$ cat config.mk
export PLATFORM = sky130hd
export DESIGN_NAME = star_softmax_norm
export DESIGN_NICKNAME = d
export VERILOG_FILES = /design/src/rtl/star_softmax_norm.sv
export SDC_FILE = /design/constraint.sdc
export NUM_CORES = 1
export LEC_CHECK = 0
export CAP_MARGIN = 0
export CORE_ASPECT_RATIO = 1.1
export CORE_MARGIN = 8
export CORE_UTILIZATION = 50
export DETAILED_ROUTE_END_ITERATION = 8
export PLACE_DENSITY = 0.73
export SLEW_MARGIN = 20
export SYNTH_ARGS = -nofsm -noshare
export SYNTH_HDL_FRONTEND = slang
export SYNTH_SLANG_ARGS = --single-unit
export TNS_END_PERCENT = 100
$ cat constraint.sdc
create_clock -name clk -period 3.2 [get_ports clk]
set_input_delay 0.48 -clock clk [delete_from_list [all_inputs] [get_ports clk]]
set_output_delay 0.48 -clock clk [all_outputs]
set_load 0.05 [all_outputs]
$ cat src/rtl/star_softmax_norm.sv
// Softmax normalisation stage: prob = exp / sum_exp as unsigned Q1.FRAC via a restoring divider.
// Optional STAR_NORM_ROUND_EN: one extra guard iteration and round half-up instead of truncation.
module star_softmax_norm #(
    parameter  int unsigned VEC_LEN = 16,
    parameter  int unsigned FRAC    = 16,
    localparam int unsigned IW      = $clog2(VEC_LEN)
) (
    input  logic            clk,
    input  logic            reset,
    input  logic            in_valid,
    output logic            in_ready,
    input  logic [31:0]     in_exp,
    input  logic [31:0]     in_sum_exp,
    output logic            out_valid,
    input  logic            out_ready,
    output logic [FRAC:0]   out_prob,
    output logic [IW-1:0]   out_idx,
    output logic            out_last,
    output logic            out_sat,
    output logic            out_div0,
    output logic            busy
);

    localparam int unsigned PW = FRAC + 1;
`ifdef STAR_NORM_ROUND_EN
    localparam int unsigned NITER = FRAC + 1;
`else
    localparam int unsigned NITER = FRAC;
`endif
    localparam int unsigned QW = NITER;
    localparam int unsigned CW = $clog2(NITER + 1);
    localparam logic [FRAC:0] PROB_ONE = {1'b1, {FRAC{1'b0}}};

    typedef enum logic [1:0] {S_IDLE, S_DIV, S_OUT} state_t;

    state_t          r_state, w_state;
    logic [32:0]     r_rem, w_rem;
    logic [31:0]     r_div, w_div;
    logic [QW-1:0]   r_quo, w_quo;
    logic [CW-1:0]   r_cnt, w_cnt;
    logic [IW-1:0]   r_idx, w_idx;
    logic            r_out_valid, w_out_valid;
    logic [FRAC:0]   r_out_prob, w_out_prob;
    logic [IW-1:0]   r_out_idx, w_out_idx;
    logic            r_out_last, w_out_last;
    logic            r_out_sat, w_out_sat;
    logic            r_out_div0, w_out_div0;

    logic [32:0]     w_r2;
    logic            w_ge;
    logic [32:0]     w_rem_next;
    logic [QW-1:0]   w_quo_next;
    logic [FRAC:0]   w_res;

    assign in_ready  = (r_state == S_IDLE);
    assign busy      = (r_state != S_IDLE);
    assign out_valid = r_out_valid;
    assign out_prob  = r_out_prob;
    assign out_idx   = r_out_idx;
    assign out_last  = r_out_last;
    assign out_sat   = r_out_sat;
    assign out_div0  = r_out_div0;

    // Next-state and datapath; the remainder stays below the divisor so the shift never overflows.
    always_comb begin
        w_state     = r_state;
        w_rem       = r_rem;
        w_div       = r_div;
        w_quo       = r_quo;
        w_cnt       = r_cnt;
        w_idx       = r_idx;
        w_out_valid = r_out_valid;
        w_out_prob  = r_out_prob;
        w_out_idx   = r_out_idx;
        w_out_last  = r_out_last;
        w_out_sat   = r_out_sat;
        w_out_div0  = r_out_div0;

        w_r2       = r_rem << 1;
        w_ge       = (w_r2 >= {1'b0, r_div});
        w_rem_next = w_ge ? (w_r2 - {1'b0, r_div}) : w_r2;
        w_quo_next = {r_quo[QW-2:0], w_ge};
`ifdef STAR_NORM_ROUND_EN
        // Q>>1 is below 2^FRAC, so adding the guard bit tops out at exactly 1.0.
        w_res = PW'(w_quo_next >> 1) + PW'(w_quo_next[0]);
`else
        w_res = PW'(w_quo_next);
`endif

        case (r_state)
            S_IDLE: begin
                if (in_valid) begin
                    w_out_idx  = r_idx;
                    w_out_last = (r_idx == IW'(VEC_LEN - 1));
                    w_out_sat  = 1'b0;
                    w_out_div0 = 1'b0;
                    if (in_sum_exp == 32'd0) begin
                        w_out_prob  = '0;
                        w_out_div0  = 1'b1;
                        w_out_valid = 1'b1;
                        w_state     = S_OUT;
                    end else if (in_exp == 32'd0) begin
                        w_out_prob  = '0;
                        w_out_valid = 1'b1;
                        w_state     = S_OUT;
                    end else if (in_exp >= in_sum_exp) begin
                        w_out_prob  = PROB_ONE;
                        w_out_sat   = (in_exp > in_sum_exp);
                        w_out_valid = 1'b1;
                        w_state     = S_OUT;
                    end else begin
                        w_rem   = {1'b0, in_exp};
                        w_div   = in_sum_exp;
                        w_quo   = '0;
                        w_cnt   = CW'(NITER);
                        w_state = S_DIV;
                    end
                end
            end
            S_DIV: begin
                w_rem = w_rem_next;
                w_quo = w_quo_next;
                w_cnt = r_cnt - CW'(1);
                if (r_cnt == CW'(1)) begin
                    w_out_prob  = w_res;
                    w_out_valid = 1'b1;
                    w_state     = S_OUT;
                end
            end
            S_OUT: begin
                if (out_ready) begin
                    w_out_valid = 1'b0;
                    w_idx       = (r_idx == IW'(VEC_LEN - 1)) ? '0 : r_idx + IW'(1);
                    w_state     = S_IDLE;
                end
            end
            default: w_state = S_IDLE;
        endcase
    end

    always_ff @(posedge clk) begin
        if (reset) begin
            r_state     <= S_IDLE;
            r_rem       <= '0;
            r_div       <= '0;
            r_quo       <= '0;
            r_cnt       <= '0;
            r_idx       <= '0;
            r_out_valid <= 1'b0;
            r_out_prob  <= '0;
            r_out_idx   <= '0;
            r_out_last  <= 1'b0;
            r_out_sat   <= 1'b0;
            r_out_div0  <= 1'b0;
        end else begin
            r_state     <= w_state;
            r_rem       <= w_rem;
            r_div       <= w_div;
            r_quo       <= w_quo;
            r_cnt       <= w_cnt;
            r_idx       <= w_idx;
            r_out_valid <= w_out_valid;
            r_out_prob  <= w_out_prob;
            r_out_idx   <= w_out_idx;
            r_out_last  <= w_out_last;
            r_out_sat   <= w_out_sat;
            r_out_div0  <= w_out_div0;
        end
    end

endmodule

== After elaboration in Yosys (flattened, before gate mapping) ==
Cells that the tools add are included.

* Add/subtract/negate cells: 3
* $lt $le $gt $ge: 3
* Eq/ne operators: 11
* Multiplexer cells: 41
* Bitwise operators: 3
* Reduce and logical (&&, ||, !) cells: 13

{| class="wikitable"
|+ Operators by type and width
! kind !! count
|-
| 32-bit 2-to-1 mux || 5
|-
| 17-bit 2-to-1 mux || 5
|-
| 32-bit zero test || 2
|-
| 32-bit one-hot mux with 2 select lines || 1
|-
| 15-bit 2-to-1 mux || 4
|-
| 17-bit one-hot mux with 2 select lines || 1
|-
| 33-bit by 32-bit greater-or-equal comparator with 1-bit output || 1
|-
| 32-bit greater-or-equal comparator || 1
|-
| 32-bit greater-than comparator || 1
|-
| 32-bit subtractor || 1
|-
| 15-bit one-hot mux with 2 select lines || 1
|-
| 5-bit 2-to-1 mux || 4
|-
| 5-bit AND reduction || 3
|-
| 2-bit 2-to-1 mux || 6
|-
| 2-bit inequality test, second input constant || 6
|-
| 1-bit 2-to-1 mux || 10
|-
| 5-bit one-hot mux with 2 select lines || 1
|-
| 2-bit one-hot mux with 3 select lines || 1
|-
| 5-bit by 1-bit == test with 1-bit output, second input constant || 1
|-
| 5-bit by 1-bit subtractor with 5-bit output, second input constant || 1
|-
| 4-bit by 1-bit adder with 4-bit output, second input constant || 1
|-
| 4-bit == test, second input constant || 1
|-
| 4-bit 2-to-1 mux || 1
|-
| 4-bit by 1-bit inequality test with 1-bit output, second input constant || 1
|-
| other kinds (10) || 14
|}

* Register bits: 115
* Bits of input ports: 68
* Output and inout bits: 27
* Word-level logic and storage cells: 86

== Depth between registers and ports, before layout ==
Gate-level depths: netlist of the first run.

* Depth in word-level cells: 6
* Depth in mapped cells: 14
* Gate-level depth less buffers: 11

== Least setup slack after synthesis of the first run ==
Ideal clock, no wire load.

* Path type: register to register
* Start: register r_state[0]
* End: register r_div[11]
* Library setup time: 0.132 ns
* Arrival: 2.635 ns
* Data required time: 3.068 ns
* Slack: 0.433 ns
* Cell stages (with the launch flop): 10
* Buffers on the path: 3
* Clock period less this slack: 2.767 ns
* Path through: dfxtp_1 > clkbuf_1 > nor2_1 > inv_1 > nor2_1 > nand2_1 > buf_2 > buf_1 > nand2_1 > a21oi_1

* Word-level cells in the longest chain between the ends: 2

{| class="wikitable"
|+ RTL lines
! item !! RTL line !! source
|-
| from (decl) || 36 || <nowiki>state_t r_state, w_state;</nowiki>
|-
| from (signal assigned) || 156 || <nowiki>r_state <= w_state;</nowiki>
|-
| 2-bit zero test || n/a ||
|-
| named net in_ready || 11 || <nowiki>output logic in_ready,</nowiki>
|-
| 5-bit AND reduction (no source line) || n/a ||
|-
| to (signal assigned) || 158 || <nowiki>r_div <= w_div;</nowiki>
|-
| to (decl) || 38 || <nowiki>logic [31:0] r_div, w_div;</nowiki>
|}

The timed path passes the listed nets, and every way through them passes these cells.
A chain may end at the register's enable or synchronous reset.

== Final worst setup path of the first run ==
* Start: input in_sum_exp[23]
* End: register r_rem[5]

* Word-level cells in the longest chain between the ends: 3
* Elaborated cells between the ends (all ways): 5
* Classes of those cells: order compare (1); eq/ne (2); reduce/logical (2)

{| class="wikitable"
|+ RTL lines
! item !! RTL line !! source
|-
| from (decl) || 13 || <nowiki>input logic [31:0] in_sum_exp,</nowiki>
|-
| 32-bit greater-or-equal comparator or 32-bit zero test (tied branches) || 106, 97 ||
|-
| 2-bit inequality test (no source line) || n/a ||
|-
| 5-bit AND reduction (no source line) * || n/a ||
|-
| to (signal assigned) || 157 || <nowiki>r_rem <= w_rem;</nowiki>
|-
| to (decl) || 37 || <nowiki>logic [32:0] r_rem, w_rem;</nowiki>
|}

Every way passes the cells marked *; elsewhere a longest branch is shown, timed or not.

==> results of run 1 <==
==> power by group <==
part	leakage [nW]	internal, W	switching (W)
Sequential	0.938	0.00157	0.000112
Clock	0.284	0.00116	0.000757
Combinational	3.01	0.00131	0.00182
Total	4.23	0.00405	0.00269
==> state kept, by name (all words and copies together) (netlist names) <==
name	cells
r_idx	4
out_sat	1
out_valid	1
out_div0	1
r_state	2
r_div	32
out_idx	4
out_last	1
r_quo	15
r_cnt	5
r_rem	32
out_prob	17
==> timing repair <==
action	in CTS	in global routing
endpoints found under the hold margin	0	0
resized for setup	0	4
setup endpoints to repair	0	46
==> per-stage QoR <==
stage,hold slack (ns),instance area (sq um)
2_1_floorplan,0.4363,7448
3_3_place_gp,0.4425,9385
3_5_place_dp,0.4476,9385
4_1_cts,0.4556,9980
5_1_grt,0.4785,10010
6_report,0.4515,10010
==> metal layers <==
| metal | up-vias | wire length (microns) |
|---|---|---|
| met5 | - | 0 |
| li1 | 3805 | - |
| met2 | 310 | 11090 |
| met1 | 3631 | 9587 |
| met4 | 0 | 904 |
| met3 | 74 | 1420 |
==> critical path, cell delays in order <==
cell,delay (ns)
clkdlybuf4s50_1,0.53
inv_1,0.09
ha_1,0.32
nand4_1,0.22
nor4_4,0.41
inv_1,0.12
o2111ai_2,0.24
buf_4,0.17
nor3_4,0.05
a21oi_2,0.16
nor2_1,0.07
buf_4,0.20
o221ai_1,0.22
a21oi_1,0.07
==> final cells by class <==
| cell class | instances | area, sq um | area share, % |
|---|---|---|---|
| well taps | 196 | 245.2 | 2.450 |
| clock buffers | 17 | 425.4 | 4.251 |
| flip-flops and latches | 115 | 2302 | 23.00 |
| inverters | 76 | 285.3 | 2.850 |
| clock inverters | 15 | 168.9 | 1.688 |
| multi-input cells | 723 | 4692 | 46.88 |
| repair buffers | 216 | 1889 | 18.88 |
==> cell usage after synthesis (3+ instances only) <==
cell,n,area [sq um]
a211oi_1,4,30.03
o211ai_1,6,45.04
nand2_1,170,638.1
buf_1,3,11.26
ha_1,67,838.3
o22ai_1,4,25.02
nand2b_1,8,50.05
nor2_1,46,172.7
a21oi_1,119,595.6
nor4_1,16,100.1
a21boi_0,3,22.52
a311oi_1,5,43.79
clkbuf_1,30,112.6
nand3b_1,4,30.03
mux2i_1,13,130.1
nor2b_1,5,31.28
and3_1,8,50.05
o21a_1,3,22.52
a31oi_1,24,150.1
a22o_1,15,131.4
mux2_2,8,90.09
o21ai_0,27,135.1
dfxtp_1,115,2302
xnor2_1,14,122.6
nand3_1,28,140.1
o221ai_1,16,140.1
nor3_1,19,95.09
inv_1,76,285.3
buf_2,8,40.04
a21o_1,16,120.1
xor2_1,9,78.83
nand4_1,13,81.33
==> worst paths after layout <==
kind	slack [ns]	end	startpoint
hold reg to reg	0.45	r_div[17]$_SDFFE_PP0P_	r_div[17]$_SDFFE_PP0P_
setup reg to reg	0.19	r_rem[2]$_SDFFE_PP0P_	r_div[3]$_SDFFE_PP0P_
hold / removal	0.45	r_div[17]$_SDFFE_PP0P_	r_div[17]$_SDFFE_PP0P_
setup / recovery	0.11	r_rem[5]$_SDFFE_PP0P_	in_sum_exp[23]
==> kinds of logic after synthesis <==
kind of cell	share of synthesized area, %
buffers and inverters	6.702
XOR/XNOR	2.705
AND/OR/NAND/NOR	21.15
multiplexers	2.956
flip-flops	30.91
adder cells (fa/ha/maj)	11.52
AO/OA/AOI/OAI	24.05
==> impl_metrics.toml, run 1 <==
[finish]
final_common_cell = "nand2_1"
insertedDiodeCount = 0
fin_cells = 1358
utilization_pct = 67.54
finalNetCount = 1285
synthToLayoutAreaGrowth_pct = 34.37
drive_gt1_share_pct = 16.70
layout_common_cells = "nand2_1, a21oi_1, buf_4"
fill_cells = 1276

[floorplanning]
boundaryPins = 95
die_area_sq_mm = 0.01906
start_util_pct = 50.26
die_w_microns = 132.4
core_area_sq_mm = 0.01482
die_h_microns = 144.0
rows = 47

[sta]
tns_ns = 0
worst_pin_slew_ns = 0.9345
clock_skew_ns = 0.006727
setup_viol = 0
timing.final.crit_share_pct = 96.45
fmax_mhz = 324.0
finalHoldViolations = 0
rsz0062_at_grt = "no"
min_period_ns = 3.086
maxSlewHeadroom_pct = 37.70
setup_slack_ns = 0.1137
report.final.slew_viol_count = 0

[synth]
synth_edf_count = 0
ys_types = 79
yosysWarnings = 0
synth_seq_cells = 115
async_flop_share_pct = 0
syn-num-nets = 1095
avgSynthCellArea_sq_um = 7.767
synth-seq-area-share_pct = 30.91
synthFlopType = "dfxtp_1"
synthCells = 959
syn_area_sq_mm = 0.007448

[setup_path]
arrival_ns = 3.36
rr_worst_depth = 11
cp-end-kind = "flip-flop"
cp-start-kind = "input port"
crit_required_ns = 3.48
crit_fanout = 13
criticalPathCategory = "in -> reg"

[global_routing]
met3_usage_pct = 4.760
grtUsageTotal_pct = 23.95
grt-ovfl-total = 0
groute.layer.met1.usage_pct = 27.81
grt_pass1_wl_microns = 37320
grt_pass1_vias = 7621
antenna_found_initial = 0
busiest_layer = "met2"
grt_max_degree = 83
use_met2_pct = 41.23

[detailed_routing]
wirelength_microns = 23000
drc_errors = 0
drtPass1Iterations = 5
ant_nets = 0
drt_iter0_markers = 628
routedWlPerCell_microns = 16.94
vias = 7820
avgViaCountPerCell = 5.758

[place]
place_hpwl_microns = 17010
numPortBuffers = 94
dp.cells = 1325
globalplace.congestion = 0.9735
dp_slack_ns = -0.3793

[min_path]
worstHoldPathType = "reg -> reg"
worstHoldPathCells = 2

[clock_network]
clock_path_buffers = 2
post-cts-setup-buffers = 0
path_clk_slew_ns = 0.06
cts.sinks = 115
postCtsHoldBufs = 0
insertion_delay_ns = 0.42
cts-root-buf = "clkbuf_16"
h-tree-depth = 4
cts_tree = "done"
cts_buffers = 17

[power_and_ir_drop]
finalPower_w = 0.006739
powerDensity_mw_per_mm2 = 673.3
vdd_drop_max_mv = 0.3483
p_leak_nw = 4.233

[job]
drv_cap = 0

[run_status]
outcome = "finished clean"
Note: power is estimated with default switching activity, not from simulation.
==> run 2, diff against run 1 <==
--- a/config.mk
+++ b/config.mk
@@ -10,8 +10,9 @@
 export CORE_MARGIN = 8
 export CORE_UTILIZATION = 50
 export DETAILED_ROUTE_END_ITERATION = 8
-export PLACE_DENSITY = 0.73
-export SLEW_MARGIN = 20
+export PLACE_DENSITY = 0.76
+export REMOVE_ABC_BUFFERS = 1
+export SLEW_MARGIN = 30
 export SYNTH_ARGS = -nofsm -noshare
 export SYNTH_HDL_FRONTEND = slang
 export SYNTH_SLANG_ARGS = --single-unit
==> constraint.sdc (replaced) <==
create_clock -name clk -period 2.7 [get_ports clk]
set_input_delay 0.405 -clock clk [delete_from_list [all_inputs] [get_ports clk]]
set_output_delay 0.405 -clock clk [all_outputs]
set_load 0.05 [all_outputs]
==> impl_metrics.toml, run 2 (synthesis results as in run 1) <==
[sta]
fmax_mhz = 345.7
min_period_ns = 2.892
clock_skew_ns = 0.007769
rsz0062_at_grt = "yes"
setup_viol = 30
maxSlewHeadroom_pct = 48.78
tns_ns = -1.108
finalHoldViolations = 0
worst_pin_slew_ns = 0.7603
setup_slack_ns = -0.1924
report.final.slew_viol_count = 0
timing.final.crit_share_pct = 107.1

[global_routing]
grt_pass1_wl_microns = 41250
grt_max_degree = 48
grtUsageTotal_pct = 27.16
grt-ovfl-total = 0
antenna_found_initial = 0
grt_pass1_vias = 8370

[job]
drv_cap = 0

[setup_path]
cp-end-kind = "flip-flop"
arrival_ns = 3.19
crit_fanout = 6
max_stage_delay_ns = 0.61
criticalPathCategory = "in -> reg"
cp_slowest_cell = "o21ai_0"
cp-start-kind = "input port"
cp_cell_sequence = "clkbuf_2, inv_1, ha_4, nand4_1, buf_4, buf_4, nor2_1, a22oi_2, o2111ai_4, buf_6, nor3_4, a21oi_2, buf_4, o21ai_0, a21oi_1"
crit_required_ns = 3.00
cpMostUsedCell = "buf_4"
rr_worst_depth = 12

[clock_network]
insertion_delay_ns = 0.44
cts_buffers = 17
cts.sinks = 115
cts-root-buf = "clkbuf_16"
path_clk_slew_ns = 0.06
cts_tree = "done"
h-tree-depth = 4
clock_path_buffers = 2

[power_and_ir_drop]
vdd_drop_max_mv = 0.5778
powerDensity_mw_per_mm2 = 832.0
p_leak_nw = 4.896

[run_status]
outcome = "complete, but fails checks"
violations = "negative setup slack"

[detailed_routing]
drc_errors = 0
vias = 8904
ant_nets = 0
drt_iter0_markers = 1145
drtPass1Iterations = 7
routedWlPerCell_microns = 20.78
avgViaCountPerCell = 6.175
wirelength_microns = 29960

[floorplanning]
core_area_sq_mm = 0.01482
die_w_microns = 132.4
boundaryPins = 95
rows = 47
die_area_sq_mm = 0.01906
start_util_pct = 50.26
die_h_microns = 144.0

[place]
place_hpwl_microns = 18260
dpl_cell_area_sq_mm = 0.009856
numPortBuffers = 94
globalplace.congestion = 0.9328
dp_slack_ns = -0.7942

[finish]
finalNetCount = 1369
insertedDiodeCount = 0
synthToLayoutAreaGrowth_pct = 53.79
layout_common_cells = "buf_4, nand2_1, dfxtp_1"
utilization_pct = 77.30
multiInputGateArea_sq_mm = 0.005448
drive_gt1_share_pct = 32.42
fill_cells = 913
final_area_sq_mm = 0.01145
final_common_cell = "buf_4"
final-seq-area_sq_mm = 0.002311

[min_path]
worstHoldPathType = "in -> reg"
worstHoldPathCells = 4
[run 2: changes by cell type in the layout (fill, tap and decap cells not counted), sizes merged]
cell	change
clkinv	+2
dlymetal6s2s	+12
clkdlybuf4s50	-59
clkbuf	+21
or4	+1
dlygate4sd2	+21
clkdlybuf4s15	+7
buf	+81
clkinvlp	-1
inv	-1
[run 2: what timing repair did]
action                     CTS  global route
pin swaps                   37            32
cloned                       2             3
buffers inserted            10            16
setup endpoints to repair  104            92
resized for setup          110           144
hold buffers                 0             0
[run 2: report_power, final]
part / switching (W) / leakage [nW] / internal, W / total [W]
Combinational: 0.00279 / 3.67 / 0.00242 / 0.00521
Sequential: 0.000151 / 0.941 / 0.00186 / 0.00201
Clock: 0.000930 / 0.287 / 0.00138 / 0.00231
Total: 0.00387 / 4.90 / 0.00566 / 0.00953
[run 2: per-stage QoR]
stage / hold slack, ns / power [W] / cells
finish: 0.3365 / 0.009530 / 1442
CTS: 0.4550 / 0.008678 / 1423
floorplan: 0.4303 / 0.004399 / 913
global placement: 0.4415 / 0.006058 / 1379
global route: 0.3431 / 0.009923 / 1442
detailed placement: 0.4470 / 0.006119 / 1379
[run 2: area by class of cell]
| type | instances | share of cell area, % |
|---|---|---|
| tap | 196 | 2.141 |
| clock buffer | 17 | 3.714 |
| timing repair buffer | 299 | 22.44 |
| multi-input combinational | 724 | 47.56 |
| clock inverter | 15 | 1.486 |
| sequential | 115 | 20.17 |
| inverter | 76 | 2.490 |
[run 2: worst paths after layout]
check	start	end	slack [ns]
max	in_sum_exp[31]	r_quo[0]$_SDFFE_PP0P_	-0.19
min	in_sum_exp[24]	r_div[24]$_SDFFE_PP0P_	0.34
max reg2reg	r_rem[0]$_SDFFE_PP0P_	r_rem[31]$_SDFFE_PP0P_	-0.11
min reg2reg	r_div[22]$_SDFFE_PP0P_	r_div[22]$_SDFFE_PP0P_	0.45
[run 2: worst max-delay path, delay by kind of cell]
kind | cells | cell delay, ns
fa+ha+maj | 1 | 0.25
buf+inv | 6 | 0.84
compound gates | 5 | 1.32
simple gates | 3 | 0.38
[run 2: layer usage]
metal  vias to the layer above  track usage, %  wire length (microns)
met4                         0           15.13                   2104
li1                       3981               -                      -
met2                       589           48.21                  14180
met3                       201           5.038                   2685
met1                      4133           30.29                  10990
met5                         -               0                      0
==> variant: new RTL, flow settings as in run 2 <==
Encoding of `state_t`: now one-hot (3 bits for 3 states).
--- a/src/rtl/star_softmax_norm.sv
+++ b/src/rtl/star_softmax_norm.sv
@@ -33,3 +33,3 @@
 
-    typedef enum logic [1:0] {S_IDLE, S_DIV, S_OUT} state_t;
+    typedef enum logic [2:0] {S_IDLE = 3'b001, S_DIV = 3'b010, S_OUT = 3'b100} state_t;
 
Formal check against the unedited RTL: same outputs for any inputs over 4 cycles, from zero or initial values and one cycle with reset high; so few cycles prove little.
==> variant against run 2 <==
  * The run still ends with setup timing left
  * Fmax rose by 4.0%
  * Sequential cell count rose by 1
  * Register-to-register slack better by 0.03 ns
  * Synthesized area increased by 5.4%
  * Non-clock buffer count down 22
  * Worst setup slack gained 0.11 ns
  * Design area increased by 2.6%
  * Wire length fell by 4.2%
  * Power shrank 12%
  * Global-route usage decreased by 2.5 points
  * Largest power group unchanged
==> variant: results (changes against run 2) <==
Drt
  – DRC violation total after the first TritonRoute iteration: 1015 (-11%)
  – Drt total wl: 28.7 mm (-4.2%)

Layout
  – Inverter count: 83 (+9.2%)
  – Nets: 1401 (+2.3%)
  – Sequential cell area: 2330 um2 (+0.76%)
  – Non-clk bufs: 277 (-7.4%)
  – Finished Layout Cells: 1479 (+2.6%)
  – Sequential fraction of total cell area: 0.198 (-0.00356)
  – Multi-input combinational cell area: 5620 um2 (+3.2%)

Critical path
  – Crit path from: r_rem[0]
  – Crit Path Max Fanout: 8 (+2)
  – Slowest cell on crit path: o311ai_4
  – Worst path max stage delay: 0.42 ns (-0.19 ns)
  – Crit Path Class: flop to flop
  – Number of cells on the worst reg-to-reg path: 11 (-1)

Placement
  – Placed Instance Area: 10100 um2 (+2.0%)
  – DP HPWL: 17.3 mm (-5.4%)
  – DP Worst Slack: -0.728 ns (+0.0666 ns)

Yosys
  – #FFs+latches synth: 116 (+0.87%)
  – Synth area leaders: dfxtp_1, ha_1, a21oi_1, nor2_1, nand2_1

Hold path
  – Hold Startpoint: in_sum_exp[8]

GRT
  – First-pass GRT wire length: 40.1 mm (-2.7%)
  – Initial antenna violation count: 1 (+1)

Timing
  – Clk_skew: 0.00801 ns (+0.000236 ns)
  – Worst Hold Slack: 0.349 ns (+0.0129 ns)
  – Setup Viol. Count Final: 24 (-20%)
  – Final WS setup: -0.0803 ns (+0.112 ns)
  – Worst-margin pin slew: 0.941 ns (+0.180 ns)

Pwr
  – Static Leak: 5.25 nW (+7.3%)
  – Internal power: 0.00521 W (-8.0%)
  – Gate power share: 0.476 (-0.070)

Status
  – Violated checks: setup timing
  – Status: finished with violations
==> variant: changes by cell type after synthesis, moves of 13 or more <==
cell      delta
a31oi_1     -16
nand2_1     -73
nor2_1      +99
nand3_1     -14
a211oi_1    +23
nor2b_1     +19
o221ai_1    -13
a311oi_1    +16
==> variant: cell families after synthesis <==
| family | synth area share |
|---|---|
| muxes | 0.0166 |
| DFF | 0.296 |
| AOI/OAI and AO/OA | 0.244 |
| buffers and inverters | 0.0778 |
| xor gates and xnor gates | 0.0268 |
| adders and majority gates | 0.109 |
| and+or+nand+nor | 0.230 |
==> variant: metal layers <==
layer / track usage / routed length (um)
met3: 0.0455 / 2040
met1: 0.282 / 11100
met2: 0.432 / 14200
met4: 0.116 / 1430
met5: 0 / 0
==> variant: timing repair <==
action                     in CTS  in global routing
gates resized for setup        83                128
setup buffers                   5                 11
gates cloned                    5                  2
pin swaps                      27                 56
setup endpoints to repair     103                103
hold buffers                    0                  0
